<file path="src/rtl/serial_adder_n_bits_if.sv">
// Operand/result bundle for the serial add/subtract unit.
// The master drives the request; the slave returns the handshake and the result flags.
interface serial_adder_n_bits_if #(
  parameter int unsigned WIDTH = 8
);
  logic             start;
  logic             sub;
  logic [WIDTH-1:0] a;
  logic [WIDTH-1:0] b;
  logic             cin;
  logic             busy;
  logic             done;
  logic [WIDTH-1:0] s;
  logic             cout;
  logic             ovf;

  modport master (
    output start, sub, a, b, cin,
    input  busy, done, s, cout, ovf
  );

  modport slave (
    input  start, sub, a, b, cin,
    output busy, done, s, cout, ovf
  );
endinterface

</file>
<file path="src/rtl/serial_adder_n_bits.sv">
// Multi-cycle add/subtract: STEP bits per clock through one STEP-bit adder slice
// with a rippled carry register, start/done handshake and carry/overflow flags.
module serial_adder_n_bits #(
  parameter int unsigned WIDTH = 8,
  parameter int unsigned STEP  = 1
) (
  input  logic                    clk,
  input  logic                    rst,
  serial_adder_n_bits_if.slave    bus
);

  localparam int unsigned NSLICE = (STEP == 0) ? 1 : WIDTH / STEP;
  localparam int unsigned CNTW   = (NSLICE > 1) ? $clog2(NSLICE) : 1;

  if ((STEP == 0) || (WIDTH < 2) || ((WIDTH % STEP) != 0)) begin : g_bad_param
    $error("serial_adder_n_bits: STEP must be nonzero and divide WIDTH, WIDTH >= 2");
  end

  typedef enum logic [1:0] {StIdle, StRun, StDone} state_e;

  state_e           state_q;
  logic [WIDTH-1:0] a_q;
  logic [WIDTH-1:0] b_q;
  logic [WIDTH-1:0] res_q;
  logic [WIDTH-1:0] s_q;
  logic             carry_q;
  logic             busy_q;
  logic             done_q;
  logic             cout_q;
  logic             ovf_q;
  logic [CNTW-1:0]  cnt_q;

  logic [STEP:0]         slice_sum;
  logic [WIDTH+STEP-1:0] res_shift;
  logic                  last_slice;

  // Operands shift right each step, so the active slice is always the low STEP bits;
  // on the final step those bits hold the MSB slice, which gives the overflow signs.
  always_comb begin
    slice_sum  = {1'b0, a_q[STEP-1:0]} + {1'b0, b_q[STEP-1:0]} + {{STEP{1'b0}}, carry_q};
    res_shift  = {slice_sum[STEP-1:0], res_q};
    last_slice = (cnt_q == CNTW'(NSLICE - 1));
  end

  always_ff @(posedge clk) begin
    if (rst) begin
      state_q <= StIdle;
      a_q     <= '0;
      b_q     <= '0;
      res_q   <= '0;
      s_q     <= '0;
      carry_q <= 1'b0;
      busy_q  <= 1'b0;
      done_q  <= 1'b0;
      cout_q  <= 1'b0;
      ovf_q   <= 1'b0;
      cnt_q   <= '0;
    end else begin
      unique case (state_q)
        StIdle: begin
          if (bus.start) begin
            a_q     <= bus.a;
            b_q     <= bus.sub ? ~bus.b : bus.b;
            carry_q <= bus.sub ? 1'b1 : bus.cin;
            res_q   <= '0;
            cnt_q   <= '0;
            busy_q  <= 1'b1;
            state_q <= StRun;
          end
        end
        StRun: begin
          a_q     <= a_q >> STEP;
          b_q     <= b_q >> STEP;
          carry_q <= slice_sum[STEP];
          res_q   <= res_shift[WIDTH+STEP-1:STEP];
          cnt_q   <= cnt_q + CNTW'(1);
          if (last_slice) begin
            s_q     <= res_shift[WIDTH+STEP-1:STEP];
            cout_q  <= slice_sum[STEP];
            ovf_q   <= (a_q[STEP-1] == b_q[STEP-1]) && (slice_sum[STEP-1] != a_q[STEP-1]);
            done_q  <= 1'b1;
            state_q <= StDone;
          end
        end
        StDone: begin
          done_q  <= 1'b0;
          busy_q  <= 1'b0;
          state_q <= StIdle;
        end
        default: state_q <= StIdle;
      endcase
    end
  end

  assign bus.busy = busy_q;
  assign bus.done = done_q;
  assign bus.s    = s_q;
  assign bus.cout = cout_q;
  assign bus.ovf  = ovf_q;

endmodule

</file>
<file path="src/flat_wrapper.sv">
// flat-port wrapper written by rule: the top's interface ports become plain ports
module serial_adder_n_bits_flat 
#(
  parameter int unsigned WIDTH = 8,
  parameter int unsigned STEP  = 1
)
  (clk, rst, bus_start, bus_sub, bus_a, bus_b, bus_cin, bus_busy, bus_done, bus_s, bus_cout, bus_ovf);
  serial_adder_n_bits_if #(.WIDTH(WIDTH)) bus_i ();
  input  logic clk;
  input  logic rst;
  input wire logic [$bits(bus_i.start)-1:0] bus_start;
  input wire logic [$bits(bus_i.sub)-1:0] bus_sub;
  input wire logic [$bits(bus_i.a)-1:0] bus_a;
  input wire logic [$bits(bus_i.b)-1:0] bus_b;
  input wire logic [$bits(bus_i.cin)-1:0] bus_cin;
  output wire logic [$bits(bus_i.busy)-1:0] bus_busy;
  output wire logic [$bits(bus_i.done)-1:0] bus_done;
  output wire logic [$bits(bus_i.s)-1:0] bus_s;
  output wire logic [$bits(bus_i.cout)-1:0] bus_cout;
  output wire logic [$bits(bus_i.ovf)-1:0] bus_ovf;
  assign bus_i.start = bus_start;
  assign bus_i.sub = bus_sub;
  assign bus_i.a = bus_a;
  assign bus_i.b = bus_b;
  assign bus_i.cin = bus_cin;
  assign bus_busy = bus_i.busy;
  assign bus_done = bus_i.done;
  assign bus_s = bus_i.s;
  assign bus_cout = bus_i.cout;
  assign bus_ovf = bus_i.ovf;
  serial_adder_n_bits #(.WIDTH(WIDTH), .STEP(STEP)) u_core (.clk(clk), .rst(rst), .bus(bus_i));
endmodule
</file>
<file path="config.mk">
export PLATFORM = sky130hd
export DESIGN_NAME = serial_adder_n_bits_flat
export DESIGN_NICKNAME = d
export VERILOG_FILES = /design/src/rtl/serial_adder_n_bits_if.sv /design/src/rtl/serial_adder_n_bits.sv /design/src/flat_wrapper.sv
export SDC_FILE = /design/constraint.sdc
export NUM_CORES = 1
export LEC_CHECK = 0
export ABC_AREA = 0
export CELL_PAD_IN_SITES_DETAIL_PLACEMENT = 1
export CELL_PAD_IN_SITES_GLOBAL_PLACEMENT = 2
export CORE_MARGIN = 2
export CORE_UTILIZATION = 32
export CTS_CLUSTER_SIZE = 30
export DETAILED_ROUTE_END_ITERATION = 8
export PLACE_DENSITY = 0.88
export SETUP_SLACK_MARGIN = 0.02
export SKIP_LAST_GASP = 1
export SYNTH_ARGS = -nofsm -noshare
export SYNTH_HDL_FRONTEND = slang
export SYNTH_SLANG_ARGS = --single-unit
</file>
<file path="constraint.sdc">
create_clock -name clk -period 1.8 [get_ports clk]
set_input_delay 0.27 -clock clk [delete_from_list [all_inputs] [get_ports clk]]
set_output_delay 0.27 -clock clk [all_outputs]
set_load 0.02 [all_outputs]
</file>
* Word-level counts from Yosys, hierarchy flattened
Index checks and enable logic that the tools add are counted.
Storage, ports and cells: word-level logic and storage cells 51, input bits 21, bits in registers 42, output and inout port bits 12
Operators by class: multiplexer cells 19, bitwise logic cells 1, eq/ne operators 7, reductions and logical operators 10, add/sub/neg operators 3
Operators by type and width (count):
- $pmux 8 s2 | 3
- $mux 8 | 4
- $reduce_and 2->1 | 5
- $not 8->8 | 1
- $pmux 1 s2 | 3
- $pmux 3 s2 | 1
- $reduce_bool 2->1 | 3
- $mux 1 | 4
- $mux 2 | 2
- $pmux 2 s2 | 1
- $add 3x1->3 const B | 1
- $eq 3x3->1 const B | 1
- $mux 3 | 1
- $add 1x1->2 | 1
- $add 2x1->2 | 1
- $eq 2x1->1 const B | 1
- $eq 2x2->1 const B | 1
- $logic_not 2->1 | 1
- $ne 2x1->1 const B | 1
- $ne 2x2->1 const B | 1
- $eq 1x1->1 | 1
- $logic_and 1x1->1 | 1
- $ne 1x1->1 | 1

* Longest topological paths before layout
depth in word-level cells 4, gate-level depth with buffers 6

* Worst setup path before layout
OpenSTA, ideal clock, no wires.
kind register -> register, start reg u_core.b_q[0], end reg u_core.ovf_q, in the netlist u_core.bus.ovf, data required time 1.712 ns, arrival time 1.467 ns, stages on the path, launching flop included 5, setup time 0.088 ns, slack 0.245 ns, period minus slack after synthesis 1.555 ns, cell sequence dfxtp_1 inv_1 fa_1 or3_1 a311oi_2
On the way: cells in the longest elaborated chain, start to end 4, elaborated cells between the ends (all ways) 5, those cells by class add/sub: 2; eq/ne: 2; reduce/logical: 1
Ends and longest elaborated chain:
- from (decl) | line serial_adder_n_bits.sv:23 | logic [WIDTH-1:0] b_q;
- from (signal assigned) | line serial_adder_n_bits.sv:63 | b_q <= bus.sub ? ~bus.b : bus.b;
- from (signal assigned) | line serial_adder_n_bits.sv:73 | b_q <= b_q >> STEP;
- $add 1x1->2 | line serial_adder_n_bits.sv:40 | slice_sum = {1'b0, a_q[STEP-1:0]} + {1'b0, b_q[STEP-1:0]} + {{STEP{1'b0}}, carry_q};
- $add 2x1->2 | line serial_adder_n_bits.sv:40
- $ne 1x1->1 | line serial_adder_n_bits.sv:80 | ovf_q <= (a_q[STEP-1] == b_q[STEP-1]) && (slice_sum[STEP-1] != a_q[STEP-1]);
- $logic_and 1x1->1 (*) | line serial_adder_n_bits.sv:80
- to (signal assigned) | line serial_adder_n_bits.sv:80
- to (decl) | line serial_adder_n_bits.sv:30 | logic ovf_q;
Mark *: on every way between the ends. The rest lies on a longest branch, timed or not. A chain may end at the register's enable or synchronous reset.

* Worst setup path in the final report
start reg u_core.a_q[0], end reg u_core.ovf_q, in the netlist u_core.bus.ovf
On the way: cells in the longest elaborated chain, start to end 4, elaborated cells between the ends (all ways) 5, those cells by class add/sub: 2; eq/ne: 2; reduce/logical: 1
Ends and longest elaborated chain:
- from (decl) | line serial_adder_n_bits.sv:22 | logic [WIDTH-1:0] a_q;
- from (signal assigned) | line serial_adder_n_bits.sv:62 | a_q <= bus.a;
- from (signal assigned) | line serial_adder_n_bits.sv:72 | a_q <= a_q >> STEP;
- $add 1x1->2 | line serial_adder_n_bits.sv:40
- $add 2x1->2 | line serial_adder_n_bits.sv:40
- $ne 1x1->1 | line serial_adder_n_bits.sv:80
- $logic_and 1x1->1 (*) | line serial_adder_n_bits.sv:80
Marks and branches as above.

==> reports/qor.txt <==
Outcome: complete, no violations
Final wirelength: 3960 µm
# clock sinks: 41
WP data required: 2.01 ns
GR Layer Usage met1: 17.5%
H-tree depth: 2
Die W: 79.6 µm
Max-cap violations: 0
CTS tree: yes
Placement-stage worst setup slack: 0.115 ns
Detailed placement HPWL: 2890 µm
Grt ovf: 0
Initial antenna violation count: 0
Yosys top cell area share: 44.8%
Unique masters post-synth: 41
Global Route met2 Usage: 21.9%
Min Clock Period, post-route: 1.57 ns
Worst path slowest cell: fa_1
DR iter-0 viols: 83
Ports: 33
Max incr delay on CP: 0.44 ns
Total Nets Final: 249
Clock Tree Buf Depth: 2
Critical path peak fanout: 4
VDD IR max: 0.319 mV
Routed Antenna Nets: 0
GR peak layer: met2
Die H: 79.6 µm
Vias in the first global route: 1492
Post-CTS setup buffer count: 0
Max-slew headroom at the worst pin: 63.6%
Crit. End Element: flop
Cell family with most CP delay: adder cells
GRT Total Usage: 13.9%
Share of cells above drive strength 1: 11.9%
First-pass DRT Iterations: 4
Placed Area: 2220 µm²
Design area: 2300 µm²
Hold_buf cts: 0
Post-synth top area cell: dfxtp_1
Root buf cell: clkbuf_8
Number of synthesis warnings: 0
Antenna Cells: 0
Wire per inst: 13.3 µm
Clock transition at path regs: 0.07 ns
Startpoint types: flop
Seq/Total Area, Yosys: 44.8%
Worst EP arrival: 1.78 ns
Skew final: 0.00320 ns
Buffers added on ports: 32
Syn_nets: 216
Most common cell after layout, fill and taps aside: dfxtp_1
Largest net degree at the start of global routing: 23
Hold WC Path Type: reg2reg
Buf/Inv on CP: 1
Gates resized, CTS repair: 0
RSZ-0062 raised after global routing: false
Gate Count Post-Synth: 192
Crit path cell chain: inv_1 > fa_1 > or3_1 > a311oi_2
Syn-to-layout area delta: 25.8%
PwrDens: 782 nW/µm²
Final hold vios: 0
Post-layout power: 1.80 mW
Setup tns final: 0 ns
Synth area leaders: dfxtp_1 (45%), a22oi_1 (6.2%), a21oi_1 (4.6%)
Vias: 1494
Initial Utilization: 33.2%
FF+latch count, synth: 41
First-pass GRT wire length: 6860 µm
Placeable Area: 5510 µm²
CP Class: reg2reg
Gpl congestion: 0.728
Vias per cell: 5.01
Fmax: 638 MHz
Final setup viols: 0
Final period utilization: 87.1%
Avg Synthesized Cell Area: 9.53 µm²
Clock Latency Late Sink: 0.30 ns
Commonest non-fill, non-tap cells in the layout: dfxtp_1 (41), clkdlybuf4s50_1 (32), a21oi_1 (17), nor2_1 (16), nand2_1 (16)
GR Util met3: 4.52%
Die area: 6340 µm²
LEAKAGE: 0.806 nW
Total CTS buffers: 5
Final Max Tran Viols: 0
Rows: 27
Synthesized area: 1830 µm²
DR DRC count: 0
Final WS setup: 0.233 ns
Tightest Pin Transition: 0.547 ns
-- report_power, final --
| part | leakage (nW) | internal [mW] | switching (mW) |
|---|---|---|---|
| logic | 0.427 | 0.135 | 0.115 |
| clock network | 0.0450 | 0.269 | 0.310 |
| registers | 0.335 | 0.945 | 0.0284 |
| total | 0.806 | 1.35 | 0.454 |
-- cells by family after synthesis --
group / share of synthesized area [%]
AOI/OAI and AO/OA: 25.5
and+or+nand+nor: 13.7
DFF: 44.8
buffers and inverters: 8.00
xor gates and xnor gates: 3.83
muxes: 1.71
adders and majority gates: 2.46
-- synthesized netlist by cell type --
cell type / n
o31ai_1: 1
inv_1: 7
xnor2_1: 7
nor2b_1: 1
and3b_2: 1
nand3_1: 3
nand3b_2: 1
or3b_1: 6
a2bb2oi_1: 1
nand2b_1: 1
mux2_2: 1
or3_1: 1
buf_1: 1
o31ai_2: 1
nand3b_1: 1
nand2_1: 16
clkbuf_2: 1
ha_1: 2
buf_4: 5
mux2i_1: 2
o221a_2: 1
a211oi_1: 1
o22ai_1: 7
a221oi_1: 1
buf_6: 5
clkbuf_1: 2
o21bai_4: 1
dfxtp_1: 41
a311oi_2: 1
and2b_1: 1
a21oi_1: 17
o221ai_1: 6
xor2_1: 1
o21ai_0: 9
buf_2: 2
nor3b_1: 1
a22oi_2: 1
a22oi_1: 15
a211oi_2: 2
nor2_1: 16
fa_1: 1
-- registers in the layout, summed over array words and instances, names as in the netlist, 2 cells and up --
register,flops
u_core.bus.s,8
u_core.b_q,8
u_core.a_q,8
u_core.cnt_q,3
u_core.res_q,7
u_core.state_q,2
-- final cells by class --
type / count / area (µm²)
fillers: 633 / 3200
multi-input cells: 128 / 863
flip-flops and latches: 41 / 821
repair buffers: 42 / 420
well taps: 72 / 90.1
clock buffers: 6 / 72.6
inverters: 7 / 26.3
clock inverters: 2 / 10.0
-- worst register-to-register path: stages, from the launching register on --
cell and delay, ns:
dfxtp_1 0.37, inv_1 0.09, fa_1 0.44, or3_1 0.33, a311oi_2 0.26
-- per-stage QoR --
stage          std cells  utilization (%)  hold slack [ns]
6_report             298             41.8            0.456
5_1_grt              298             41.8            0.486
4_1_cts              298             41.8            0.461
3_5_place_dp         290             40.3            0.450
3_3_place_gp         290             40.3            0.447
2_1_floorplan        192                -            0.432
-- worst paths after layout --
path	from	end	slack [ns]	depth (start not counted)
worst max-delay path	u_core.a_q[0]	u_core.bus.ovf	0.23	4
worst min-delay path	u_core.bus.s[6]	u_core.bus.s[6]	0.46	2
worst max register to register	u_core.a_q[0]	u_core.bus.ovf	0.23	4
worst min register to register	u_core.bus.s[6]	u_core.bus.s[6]	0.46	2
-- routing by layer --
layer	share of wire [%]	wire length, µm
met3	3.9	153
met5	0	0
met1	48	1910
met2	46	1830
met4	1.7	68
(Power assumes the default switching activity.)
